`config.mk`:
```
export PLATFORM = sky130hd
export DESIGN_NAME = ps2_host_tx
export DESIGN_NICKNAME = d
export VERILOG_FILES = /design/src/rtl/ps2_host_tx.sv
export SDC_FILE = /design/constraint.sdc
export NUM_CORES = 1
export LEC_CHECK = 0
export ABC_AREA = 1
export BUFFER_PORTS_ARGS = -buffer_cell sky130_fd_sc_hd__buf_2
export CAP_MARGIN = 20
export CORE_MARGIN = 3
export CORE_UTILIZATION = 41
export CTS_CLUSTER_DIAMETER = 50
export DETAILED_ROUTE_END_ITERATION = 10
export SLEW_MARGIN = 20
export SYNTH_ARGS = -nofsm -noshare
export SYNTH_HDL_FRONTEND = slang
export SYNTH_SLANG_ARGS = --single-unit
```
`constraint.sdc`:
```
create_clock -name clk -period 3.1 [get_ports clk]
set_clock_uncertainty 0.05 [all_clocks]
set_input_delay 0.465 -clock clk [delete_from_list [all_inputs] [get_ports clk]]
set_output_delay 0.465 -clock clk [all_outputs]
set_load 0.05 [all_outputs]
```
`src/rtl/ps2_host_tx.sv`:
```
// ps2_host_tx: Wishbone slave that sends one command byte to a PS/2 device.
// Performs the host inhibit/request sequence and shifts the frame out on device clocks.
module ps2_host_tx #(
    parameter int INHIBIT_CYCLES = 2500,
    parameter int TIMEOUT_CYCLES = 50000
) (
    input  logic        clk,
    input  logic        rst,
    input  logic        STB,
    input  logic        WE,
    input  logic [31:0] DAT_I,
    output logic [31:0] DAT_O,
    output logic        ACK,
    output logic        INT,
    input  logic        ps2c_i,
    input  logic        ps2d_i,
    output logic        ps2c_oe,
    output logic        ps2d_oe
);

    typedef enum logic [2:0] {
        S_IDLE,
        S_INHIBIT,
        S_REQ,
        S_BITS,
        S_WAIT_ACK,
        S_WAIT_IDLE
    } state_e;

    state_e      state_q, state_d;
    logic [31:0] cnt_q, cnt_d;
    logic [3:0]  bitcnt_q, bitcnt_d;
    logic [9:0]  shift_q, shift_d;
    logic        drv_q, drv_d;
    logic [7:0]  last_q, last_d;
    logic        done_q, done_d;
    logic        nack_q, nack_d;
    logic        tmo_q, tmo_d;
    logic        ovr_q, ovr_d;
    logic        ack_q;
    logic [31:0] dat_q;
    logic [1:0]  csync_q, dsync_q;
    logic        clast_q;

    logic        c_s, d_s, fe;
    logic        busy, wr, rd;
    logic        inh_last, fin, tmo_evt, nack_evt;
    logic [31:0] status;
    logic        dat_unused;

    assign dat_unused = ^DAT_I[31:8];

    assign c_s  = csync_q[1];
    assign d_s  = dsync_q[1];
    assign fe   = clast_q & ~c_s;
    assign busy = (state_q != S_IDLE);
    assign wr   = ack_q & STB & WE;
    assign rd   = ack_q & STB & ~WE;

    assign status = {16'h0, last_q, 3'b000, ovr_q, tmo_q, nack_q, done_q, busy};

    always_comb begin
        state_d  = state_q;
        cnt_d    = cnt_q;
        bitcnt_d = bitcnt_q;
        shift_d  = shift_q;
        drv_d    = drv_q;
        inh_last = 1'b0;
        fin      = 1'b0;
        tmo_evt  = 1'b0;
        nack_evt = 1'b0;
        unique case (state_q)
            S_IDLE: begin
                if (wr) begin
                    state_d  = S_INHIBIT;
                    cnt_d    = '0;
                    bitcnt_d = '0;
                    shift_d  = {1'b1, ~^DAT_I[7:0], DAT_I[7:0]};
                end
            end
            S_INHIBIT: begin
                if (cnt_q == INHIBIT_CYCLES - 1) begin
                    inh_last = 1'b1;
                    drv_d    = 1'b1;
                    cnt_d    = '0;
                    state_d  = S_REQ;
                end else begin
                    cnt_d = cnt_q + 32'd1;
                end
            end
            S_REQ: state_d = S_BITS;
            S_BITS: begin
                if (fe) begin
                    drv_d    = ~shift_q[0];
                    shift_d  = {1'b0, shift_q[9:1]};
                    bitcnt_d = bitcnt_q + 4'd1;
                    if (bitcnt_q == 4'd9) state_d = S_WAIT_ACK;
                end
            end
            S_WAIT_ACK: begin
                if (fe) begin
                    nack_evt = d_s;
                    state_d  = S_WAIT_IDLE;
                end
            end
            S_WAIT_IDLE: begin
                if (c_s && d_s) fin = 1'b1;
            end
            default: state_d = S_IDLE;
        endcase
        // Watchdog: any device-driven phase must see a clock edge in time
        if (state_q inside {S_REQ, S_BITS, S_WAIT_ACK, S_WAIT_IDLE} && !fin) begin
            if (fe) begin
                cnt_d = '0;
            end else if (cnt_q == TIMEOUT_CYCLES - 1) begin
                tmo_evt = 1'b1;
                fin     = 1'b1;
            end else begin
                cnt_d = cnt_q + 32'd1;
            end
        end
        if (fin) begin
            state_d  = S_IDLE;
            cnt_d    = '0;
            bitcnt_d = '0;
            drv_d    = 1'b0;
        end
    end

    always_comb begin
        last_d = last_q;
        done_d = done_q;
        nack_d = nack_q;
        tmo_d  = tmo_q;
        ovr_d  = ovr_q;
        if (rd) begin
            done_d = 1'b0;
            nack_d = 1'b0;
            tmo_d  = 1'b0;
            ovr_d  = 1'b0;
        end
        if (wr) begin
            if (!busy) begin
                last_d = DAT_I[7:0];
                done_d = 1'b0;
                nack_d = 1'b0;
                tmo_d  = 1'b0;
                ovr_d  = 1'b0;
            end else begin
                ovr_d = 1'b1;
            end
        end
        // Completion events override a same-cycle read clear
        if (fin)      done_d = 1'b1;
        if (tmo_evt)  tmo_d  = 1'b1;
        if (nack_evt) nack_d = 1'b1;
    end

    always_ff @(posedge clk or posedge rst) begin
        if (rst) begin
            state_q  <= S_IDLE;
            cnt_q    <= '0;
            bitcnt_q <= '0;
            shift_q  <= '0;
            drv_q    <= 1'b0;
            last_q   <= '0;
            done_q   <= 1'b0;
            nack_q   <= 1'b0;
            tmo_q    <= 1'b0;
            ovr_q    <= 1'b0;
            ack_q    <= 1'b0;
            dat_q    <= '0;
            csync_q  <= 2'b11;
            dsync_q  <= 2'b11;
            clast_q  <= 1'b1;
        end else begin
            state_q  <= state_d;
            cnt_q    <= cnt_d;
            bitcnt_q <= bitcnt_d;
            shift_q  <= shift_d;
            drv_q    <= drv_d;
            last_q   <= last_d;
            done_q   <= done_d;
            nack_q   <= nack_d;
            tmo_q    <= tmo_d;
            ovr_q    <= ovr_d;
            ack_q    <= STB & ~ack_q;
            if (STB && !ack_q) dat_q <= status;
            csync_q  <= {csync_q[0], ps2c_i};
            dsync_q  <= {dsync_q[0], ps2d_i};
            clast_q  <= c_s;
        end
    end

    assign ACK     = ack_q;
    assign DAT_O   = dat_q;
    assign INT     = fin;
    assign ps2c_oe = (state_q == S_INHIBIT);
    assign ps2d_oe = (drv_q & ~tmo_evt) | inh_last;

endmodule

```
## Word-level counts from Yosys, hierarchy flattened

Index checks and enable logic that the tools add are counted.

| storage, ports and cells | value |
|---|---|
| logic and storage cells | 116 |
| register bits | 81 |

| cells by class | value |
|---|---|
| reductions and logical operators | 18 |
| add/subtract/negate cells | 2 |
| equality and inequality tests | 16 |
| bitwise logic cells | 13 |
| muxes and demuxes | 52 |

Operators by type and width:

| cell | count |
|---|---|
| two-way mux 32 bit | 6 |
| one-hot mux 32 bit (2 select lines) | 1 |
| adder 32 x 1 -> 32 bit, second input constant | 1 |
| == test 32 x 12 -> 1 bit, second input constant | 1 |
| == test 32 x 16 -> 1 bit, second input constant | 1 |
| two-way mux 1 bit | 30 |
| two-way mux 10 bit | 2 |
| one-hot mux 10 bit (2 select lines) | 1 |
| two-way mux 3 bit | 6 |
| one-hot mux 3 bit (6 select lines) | 1 |
| two-way mux 4 bit | 3 |
| inequality test 3 bit, second input constant | 4 |
| AND reduction 3 bit | 3 |
| nonzero test 3 bit | 3 |
| one-hot mux 4 bit (2 select lines) | 1 |
| XNOR reduction 8 bit | 1 |
| bitwise AND 1 bit | 6 |
| == test 3 x 2 -> 1 bit, second input constant | 2 |
| == test 3 bit, second input constant | 2 |
| inequality test 2 bit, second input constant | 3 |
| inverter 1 bit | 6 |
| AND reduction 6 bit | 1 |
| adder 4 x 1 -> 4 bit, second input constant | 1 |
| == test 4 bit, second input constant | 1 |
| other kinds (10) | 14 |

## Logic depth before layout (Yosys ltp)

Gate-level depths: netlist of the first run.

| depth | value |
|---|---|
| word-level depth | 9 |
| mapped depth | 13 |
| mapped depth without buffers | 12 |

## Worst setup path after synthesis of the first run

No wires, ideal clock.

| timing path | value |
|---|---|
| kind | reg-to-output |
| from | register cnt_q[16] |
| to | output ps2d_oe |
| arrival time | 2.025 ns |
| stages on the path, launching flop included | 8 |
| required time | 2.585 ns |
| setup slack | 0.560 ns |
| path buffers | 0 |
| path through | dfrtp_1 > inv_1 > nand2_1 > nor2_1 > nand2_1 > nor2_1 > nand2_1 > o21ai_0 |

| between the ends | value |
|---|---|
| longest elaborated chain between the ends | 7 |
| elaborated cells between the ends (all ways) | 10 |
| classes of those cells | 2 x eq/ne; 5 x mux; 3 x bitwise |

RTL lines:

| element | RTL line | source |
|---|---|---|
| start: declaration | 31 | `logic [31:0] cnt_q, cnt_d;` |
| start signal: assignment | 178 | `cnt_q <= cnt_d;` |
| == test 32 x 16 -> 1 bit | 115 | `end else if (cnt_q == TIMEOUT_CYCLES - 1) begin` |
| two-way mux 1 bit | 115 |  |
| two-way mux 1 bit | 113 | `if (fe) begin` |
| two-way mux 1 bit | 112 | `if (state_q inside {S_REQ, S_BITS, S_WAIT_ACK, S_WAIT_IDLE} && !fin) begin` |
| inverter 1 bit | 199 | `assign ps2d_oe = (drv_q & ~tmo_evt) \| inh_last;` |
| bitwise AND 1 bit | 199 |  |
| bitwise OR 1 bit * | 199 |  |
| end: declaration | 18 | `output logic ps2d_oe` |

Every way passes the cells marked *; elsewhere a longest branch is shown, timed or not.

## Final worst setup path of the first run

| timing path | value |
|---|---|
| from | register cnt_q[0] |
| to | output ps2d_oe |

Same word-level chain as after synthesis.

==> results of run 1 <==
## logic make-up (layout without fill, tap and decap cells)
group           after synthesis  count (layout)  synth area share (%)
buf+inv                     124             140                  10.9
compound gates               92              92                  9.95
simple gates                473             473                  36.7
flops                        81              81                  38.4
xor+xnor                     18              18                  2.98
fa+ha+maj                     4               4                 0.945
other cells                   1              19                0.0708
## registers in the layout (all words and copies together) (netlist names), 2 cells and up
register,flops
state_q,3
shift_q,10
last_q,8
csync_q,2
DAT_O,13
bitcnt_q,4
cnt_q,32
dsync_q,2
## metrics by stage
step                total power, mW  cell area, sq um  instances
floorplan                      4.10              5360        811
global placement               4.58              5530        979
detailed placement             4.66              5530        979
CTS                            5.69              5810        995
global route                   6.17              5810        995
finish                         5.65              5810        995
## power breakdown
| group | leakage, nW | total, mW | switching [mW] | internal, mW |
|---|---|---|---|---|
| Clock | 0.134 | 1.00 | 0.452 | 0.549 |
| Combinational | 1.77 | 2.86 | 2.00 | 0.859 |
| Sequential | 1.02 | 1.79 | 0.321 | 1.47 |
## area by class of cell
| cell class | count | area (sq um) |
|---|---|---|
| well taps | 168 | 210 |
| flip-flops and latches | 81 | 2030 |
| multi-input cells | 606 | 2750 |
| repair buffers | 40 | 225 |
| clock inverters | 5 | 40.0 |
| inverters | 84 | 317 |
| fillers | 1315 | 6500 |
| clock buffers | 11 | 233 |
## synthesized netlist by cell type (2+ instances only)
cell type                  number  area [sq um]
sky130_fd_sc_hd__dfrtp_1       76          1900
sky130_fd_sc_hd__nand4_1        9          56.3
sky130_fd_sc_hd__nor3_1        14          70.1
sky130_fd_sc_hd__o31ai_1        2          15.0
sky130_fd_sc_hd__buf_2          7          35.0
sky130_fd_sc_hd__inv_1         78           293
sky130_fd_sc_hd__a22oi_1        3          22.5
sky130_fd_sc_hd__dfstp_2        5           131
sky130_fd_sc_hd__nand3_1       51           255
sky130_fd_sc_hd__ha_1           4          50.1
sky130_fd_sc_hd__xor2_1        10          87.6
sky130_fd_sc_hd__a21oi_1       16          80.1
sky130_fd_sc_hd__xnor2_1        8          70.1
sky130_fd_sc_hd__nor2_1       133           499
sky130_fd_sc_hd__nand2_1      254           953
sky130_fd_sc_hd__nand2_4        2          22.5
sky130_fd_sc_hd__clkinv_1       2          7.51
sky130_fd_sc_hd__inv_2          4          15.0
sky130_fd_sc_hd__o21ai_0       54           270
sky130_fd_sc_hd__o211ai_1       8          60.1
sky130_fd_sc_hd__clkbuf_1       7          26.3
sky130_fd_sc_hd__buf_6          3          33.8
sky130_fd_sc_hd__o21ai_2        3          26.3
sky130_fd_sc_hd__buf_4         22           165
sky130_fd_sc_hd__nor2_2         4          25.0
## metal layers
metal  global-route usage (%)  routed length, um
met5                        0                  0
met3                     2.97                567
met4                     8.95                374
met2                     32.9               6370
met1                     26.7               6680
## final timing paths
kind / endpoint / depth (start not counted) / startpoint / slack, ns
setup / recovery: ps2d_oe / 9 / cnt_q[0] / 0.31
hold / removal: cnt_q[27] / 2 / rst / 0.17
setup reg to reg: drv_q / 11 / cnt_q[0] / 0.65
hold reg to reg: csync_q[1] / 0 / csync_q[0] / 0.31
max in group asynchronous: dsync_q[0] / 3 / rst / 2.02
min in group clk: csync_q[0] / 1 / ps2c_i / 0.17
==> run summary, run 1 <==
STATUS
-----------------------------------------------------------------------------------------------
Result of the run ................................................................    completed

DRT
-----------------------------------------------------------------------------------------------
Via Count ........................................................................        5,005
Detailed-router iteration count before antenna repair ............................            5
Routed len/inst ..................................................................      14.1 um
DRC marker count from the first detailed-route iteration .........................          299
Number of vias per cell ..........................................................         5.03
Number of nets with antenna violations after routing .............................            0
Total DRC errors in the routed layout ............................................            0
Final WL .........................................................................      14.0 mm

FLOORPLANNING
-----------------------------------------------------------------------------------------------
Die Wd ...........................................................................       120 um
Die Height .......................................................................       120 um
Effective utilization at floorplan ...............................................        43.0%
Total number of placement rows ...................................................           40
Die Footprint .................................................................... 0.0143 sq mm
Top-Level Pins ...................................................................           74
Placeable core region ............................................................ 0.0123 sq mm

GLOBAL ROUTING
-----------------------------------------------------------------------------------------------
Vias in the first global route ...................................................        4,837
Pin count of the biggest net entering global routing .............................           42
Overflow left after global routing ...............................................            0
All-layer global routing usage ...................................................        20.2%
Initial antenna violation count ..................................................            0
Global-route wire length before repair ...........................................      23.5 mm

TIMING
-----------------------------------------------------------------------------------------------
Fin crit share ...................................................................        89.9%
Max Fclk .........................................................................      359 MHz
Worst-case headroom to the max-slew limit ........................................        50.1%
Pins Over Slew Limit .............................................................            0
Total count of hold-check failures in the final report ...........................            0
Unrepaired setup endpoints after global routing ..................................           no
Smallest setup slack after layout ................................................     0.313 ns
Tightest Pin Transition ..........................................................     0.748 ns
Setup-failing EPs final ..........................................................            0
Hold Slack .......................................................................     0.167 ns
Total negative slack for setup checks ............................................         0 ns
Min cycle time layout ............................................................      2.79 ns

HOLD PATH
-----------------------------------------------------------------------------------------------
Path type of the worst min-delay path ............................................ primary input to async pin

CRITICAL PATH
-----------------------------------------------------------------------------------------------
Master of the slowest instance on the critical path .............................. sky130_fd_sc_hd__dfrtp_1
Maximum cell stage delay along the critical path .................................      0.40 ns
Buffers & Inverters on Critical Path .............................................            1
Data arrival at the endpoint of the critical path ................................      2.27 ns
Critical path data required time .................................................      2.58 ns
Top Family by Delay on Critical Path ............................................. simple AND/OR/NAND/NOR gates
Category of the most critical setup path ......................................... register to output port
Critical path startpoint category ................................................     register
Worst path cell trace ............................................................ ha_1 -> nand2_1 -> nor2_8 -> nand4_1 -> nor3_1 -> nand3_1 -> nand2_1 -> o21ai_0 -> buf_2
Cell seen most often among critical-path stages .................................. sky130_fd_sc_hd__nand2_1
Largest fanout of any net on the critical path ...................................           10
Category of the worst setup path capture point ...................................  output port

CTS
-----------------------------------------------------------------------------------------------
Clock Tree Buf Depth .............................................................            2
Clock tree from TritonCTS ........................................................         done
Clock Latency Late Sink ..........................................................      0.34 ns
Total of hold buffers inserted after clock tree synthesis ........................            0
CTS HTree Levels .................................................................            3
Clock tree root driver cell ...................................................... sky130_fd_sc_hd__clkbuf_16
Clock input transition at the sequential cells of the worst setup and hold paths .      0.07 ns
Inserted Clock Buffers ...........................................................            9
Quantity of gates resized following cts ..........................................            0
Post-CTS Repair Setup Buffers ....................................................            0
Clock sinks ......................................................................           81

SYNTH
-----------------------------------------------------------------------------------------------
Yosys warnings ...................................................................            0
Flip-flop cell with the highest count after synthesis ............................ sky130_fd_sc_hd__dfrtp_1
Count of different cell masters after synthesis ..................................           39
Register area share after synthesis ..............................................        38.4%
Gate count of the mapped netlist .................................................          793
Number of synthesized register bits ..............................................           81
Cell area after technology mapping ............................................... 0.00529 sq mm
EDFF count, synth ................................................................            0
Share of flip-flops with an asynchronous set or reset after synthesis ............         100%
Syn_area_per_cell ................................................................   6.68 sq um

FINAL LAYOUT
-----------------------------------------------------------------------------------------------
Commonest cells after routing, fill and taps aside ............................... 254 x sky130_fd_sc_hd__nand2_1, 133 x sky130_fd_sc_hd__nor2_1, 77 x sky130_fd_sc_hd__inv_1, 76 x sky130_fd_sc_hd__dfrtp_1, 54 x sky130_fd_sc_hd__o21ai_0
Leading cell type in the layout, fill and taps excluded .......................... sky130_fd_sc_hd__nand2_1
Net count of the finished layout .................................................          864
Fraction of final layout cells sized beyond drive strength 1 .....................        9.67%
Area growth syn-to-layout ........................................................        9.69%
Post-layout utilization of the core ..............................................        47.2%
Ant diodes .......................................................................            0

RUN
-----------------------------------------------------------------------------------------------
MaxCap Viol Count ................................................................            0

PLACE
-----------------------------------------------------------------------------------------------
Placer congestion estimate .......................................................        0.925
Hpwl dp ..........................................................................      10.5 mm
Placement-stage worst setup slack ................................................     0.692 ns
Number of port buffers ...........................................................           30

POWER AND IR DROP
-----------------------------------------------------------------------------------------------
Worst supply voltage drop on vdd .................................................       421 uV
Areal power density over the cells ...............................................  973 mW/mm^2
Leakage component of the power ...................................................      2.93 nW

Power figures use the tool's default switching activity.
==> inputs of run 2 (changes only) <==
- ABC_AREA: 1 -> not set
- CORE_MARGIN: 3 -> 5
- clock period: 3.1 -> 2.7 ns (I/O delays scaled with it)
==> run summary, run 2 <==
SYNTH
-----------------------------------------------------------------------------------------------
EDFF count, synth ................................................................            0   unchanged
Synth Area in XOR/XNOR ...........................................................        4.09%   +1.1 points
Multiplexer fraction of the synthesized cell area ................................        6.48%   +6.5 points
Yosys warnings ...................................................................            0   unchanged
Gate count of the mapped netlist .................................................          510   -36%
Share of flip-flops with an asynchronous set or reset after synthesis ............         100%   unchanged
Cell area after technology mapping ............................................... 0.00471 sq mm   -11%
Share of the synthesized area in compound gates (AO/OA/AOI/OAI) ..................        17.2%   +7.2 points
Dominant combinational cell family by area after synthesis ....................... simple AND/OR/NAND/NOR gates
Largest cells by area after synthesis ............................................ sky130_fd_sc_hd__dfrtp_1 40%, sky130_fd_sc_hd__mux2_2 4.8%, sky130_fd_sc_hd__a21oi_1 4.0%
List of most frequent post-synthesis cells ....................................... 76 x sky130_fd_sc_hd__dfrtp_1, 44 x sky130_fd_sc_hd__nor2_1, 43 x sky130_fd_sc_hd__nand2_1
Fraction of post-synthesis cell area in the top cell type by area ................        40.4%   +4.5 points
Syn_area_per_cell ................................................................   9.23 sq um   +38%
Most frequent cell after synthesis ............................................... sky130_fd_sc_hd__dfrtp_1
Cell type contributing the most total cell area after synthesis .................. sky130_fd_sc_hd__dfrtp_1
Number of synthesized register bits ..............................................           81   unchanged
Register area share after synthesis ..............................................        43.2%   +4.8 points
Post-Synth Adder-Cell Area .......................................................        1.06%   +0.12 points
Flip-flop cell with the highest count after synthesis ............................ sky130_fd_sc_hd__dfrtp_1
Count of different cell masters after synthesis ..................................           60   +54%
Simple-gate share of the synthesized area ........................................        21.5%   -15 points

GLOBAL ROUTING
-----------------------------------------------------------------------------------------------
All-layer global routing usage ...................................................        19.6%   -0.56 points
Global-route wire length before repair ...........................................      20.9 mm   -11%
Pin count of the biggest net entering global routing .............................           57   +36%
Initial antenna violation count ..................................................            0   unchanged
Vias in the first global route ...................................................        3,992   -17%
Overflow left after global routing ...............................................            0   unchanged

FLOORPLANNING
-----------------------------------------------------------------------------------------------
Die Height .......................................................................       117 um   -2.1%
Die Footprint .................................................................... 0.0137 sq mm   -4.1%
Placeable core region ............................................................ 0.0113 sq mm   -8.0%
Total number of placement rows ...................................................           39   -2.5%
Die Wd ...........................................................................       117 um   -2.1%
Effective utilization at floorplan ...............................................        41.6%   -1.4 points
Top-Level Pins ...................................................................           74   unchanged

DRT
-----------------------------------------------------------------------------------------------
Final WL .........................................................................      12.7 mm   -8.9%
Detailed-router iteration count before antenna repair ............................            5   unchanged
Number of nets with antenna violations after routing .............................            0   unchanged
Via Count ........................................................................        4,086   -18%
Number of vias per cell ..........................................................         5.68   +13%
DRC marker count from the first detailed-route iteration .........................          509   +70%
Total DRC errors in the routed layout ............................................            0   unchanged
Routed len/inst ..................................................................      17.7 um   +26%

CRITICAL PATH
-----------------------------------------------------------------------------------------------
Category of the most critical setup path ......................................... register to output port
Data arrival at the endpoint of the critical path ................................      2.19 ns   -0.08 ns
Category of the worst setup path capture point ...................................  output port
Number of cells traversed by the worst register-to-register path .................            6   -5
Largest fanout of any net on the critical path ...................................            6   -4
Critical path data required time .................................................      2.25 ns   -0.33 ns
Critical path startpoint category ................................................     register

TIMING
-----------------------------------------------------------------------------------------------
Total count of hold-check failures in the final report ...........................            0   unchanged
Pins Over Slew Limit .............................................................            0   unchanged
Unrepaired setup endpoints after global routing ..................................          yes
Setup-failing EPs final ..........................................................            0   unchanged
Fin crit share ...................................................................        98.0%
Tightest Pin Transition ..........................................................     0.689 ns   -0.0590 ns
Worst-case headroom to the max-slew limit ........................................        54.1%   +4.0 points
Min cycle time layout ............................................................      2.65 ns
Max Fclk .........................................................................      378 MHz

FINAL LAYOUT
-----------------------------------------------------------------------------------------------
Leading cell type in the layout, fill and taps excluded .......................... sky130_fd_sc_hd__dfrtp_1
Fraction of final layout cells sized beyond drive strength 1 .....................        25.0%   +15 points
Commonest cells after routing, fill and taps aside ............................... 73 x sky130_fd_sc_hd__dfrtp_1, 48 x sky130_fd_sc_hd__buf_4, 43 x sky130_fd_sc_hd__nand2_1, 43 x sky130_fd_sc_hd__nor2_1, 38 x sky130_fd_sc_hd__a21oi_1
Post-layout utilization of the core ..............................................        49.5%   +2.4 points
Total area of multi-input combinational cells .................................... 0.00251 sq mm   -8.5%
Register cell area after layout .................................................. 0.00204 sq mm   +0.18%
Area growth syn-to-layout ........................................................        19.1%
Largest register FFs .............................................................           32   unchanged
Post-route insts no fill .........................................................          720   -28%
Layout filler cell count .........................................................        1,070   -19%
Net count of the finished layout .................................................          614   -29%
Ant diodes .......................................................................            0   unchanged
Register with the most flip-flops ................................................        cnt_q

CTS
-----------------------------------------------------------------------------------------------
Clock Tree Buf Depth .............................................................            2   unchanged
Total of hold buffers inserted after clock tree synthesis ........................            0   unchanged
Clock sinks ......................................................................           81   unchanged
Clock tree from TritonCTS ........................................................         done
Clock tree root driver cell ...................................................... sky130_fd_sc_hd__clkbuf_16
Inserted Clock Buffers ...........................................................            9   unchanged
Clock Latency Late Sink ..........................................................      0.35 ns   about the same
Clock input transition at the sequential cells of the worst setup and hold paths .      0.07 ns   about the same
CTS HTree Levels .................................................................            3   unchanged

PLACE
-----------------------------------------------------------------------------------------------
Hpwl dp ..........................................................................      9.18 mm   -12%
Number of port buffers ...........................................................           30   unchanged
Number of placed cells counting well taps ........................................          701   -28%
Placer congestion estimate .......................................................        0.924   about the same

POWER AND IR DROP
-----------------------------------------------------------------------------------------------
Areal power density over the cells ...............................................  691 mW/mm^2   -29%
Worst supply voltage drop on vdd .................................................       505 uV   +20%
Leakage component of the power ...................................................      2.54 nW   -13%
Proportion of power drawn by flip-flops and latches ..............................        41.7%   +9.9 points
Combinational share of power .....................................................        25.4%   -25 points
Cell internal power dissipation ..................................................      2.53 mW   -12%
Switching power ..................................................................      1.34 mW   -52%
Share of power burned in the clock network .......................................        33.0%   +15 points
Switching power as a share of total power ........................................        34.6%   -14 points

HOLD PATH
-----------------------------------------------------------------------------------------------
Path type of the worst min-delay path ............................................ primary input to async pin

STATUS
-----------------------------------------------------------------------------------------------
Result of the run ................................................................    completed

RUN
-----------------------------------------------------------------------------------------------
MaxCap Viol Count ................................................................            0   unchanged

==> run 2: cell types whose count changed after synthesis, sizes merged, moves of 9 or more <==
| cell | delta |
|---|---|
| nand2 | -214 |
| nor2 | -93 |
| inv | -70 |
| o21ai | -32 |
| nand3 | -29 |
| a21oi | +21 |
| mux2 | +20 |
| nor4 | +13 |
| or3 | +10 |
| and3 | +9 |
==> run 2: kinds of logic (layout without fill, tap and decap cells) <==
logic type,Yosys count,count (layout)
muxes,28,28
and+or+nand+nor,200,200
DFF,81,81
other,1,19
adders and majority gates,4,4
AOI/OAI and AO/OA,118,118
buffers and inverters,56,105
xor gates and xnor gates,22,22
==> run 2: area by class of cell <==
| type | instances | share of cell area (%) |
|---|---|---|
| flip-flops and latches | 81 | 36.3 |
| inverters | 12 | 0.826 |
| multi-input cells | 391 | 44.8 |
| repair buffers | 77 | 9.28 |
| clock buffers | 9 | 4.02 |
| well taps | 143 | 3.19 |
| clock inverters | 7 | 1.52 |
==> run 2: final timing paths <==
| path | start | end | slack, ns |
|---|---|---|---|
| worst max-delay path | cnt_q[17] | ps2d_oe | 0.05 |
| worst min-delay path | rst | cnt_q[12] | 0.03 |
| worst max register to register | cnt_q[2] | cnt_q[7] | 0.09 |
| worst min register to register | dsync_q[0] | dsync_q[1] | 0.31 |
| max in group asynchronous | rst | dsync_q[1] | 1.87 |
| min in group clk | ps2c_i | csync_q[0] | 0.10 |
==> run 2: power by group through the flow <==
stage          clock, mW  sequential (mW)  combinational, mW
3_3_place_gp           0             1.62              0.941
6_report            1.28             1.61              0.983
5_1_grt             1.36             1.65               1.07
2_1_floorplan          0             1.77              0.559
4_1_cts             1.32             1.61              0.983
3_5_place_dp           0             1.63              0.958
==> run 2: stage by stage <==
step	TNS, ns	setup WS (ns)	power, mW	area [sq um]	hold WS [ns]
after floorplan	0	0.0800	2.33	4780	0.295
after global placement	0	0.128	2.56	5200	0.298
after detailed placement	0	0.114	2.59	5200	0.299
after CTS	0	0.0175	3.92	5560	0.0409
after global routing	-0.124	-0.0462	4.08	5610	0.0679
final	0	0.0538	3.88	5610	0.0286
==> run 2: per-layer routing <==
layer / track usage, % / vias up / part of all wire [%]
met5: 0 / - / 0
met4: 8.41 / 0 / 1.6
met3: 3.86 / 19 / 4.8
met2: 29.6 / 113 / 47
met1: 27.6 / 2002 / 47
li1: - / 1952 / -
==> run 2: repair_timing <==
item / in CTS / in global routing
pin swaps: 1 / 0
buffers inserted: 1 / 2
gates resized for setup: 11 / 7
endpoints found under the setup margin: 2 / 12
==> run 2: critical path, cell delays in order, from the launching register on <==
cell and delay [ns]:
sky130_fd_sc_hd__dfrtp_1 0.45, sky130_fd_sc_hd__nor4_4 0.35, sky130_fd_sc_hd__and4_4 0.30, sky130_fd_sc_hd__and3_2 0.26
sky130_fd_sc_hd__nand3_1 0.12, sky130_fd_sc_hd__nand2_1 0.08, sky130_fd_sc_hd__nand2_1 0.07, sky130_fd_sc_hd__buf_4 0.20
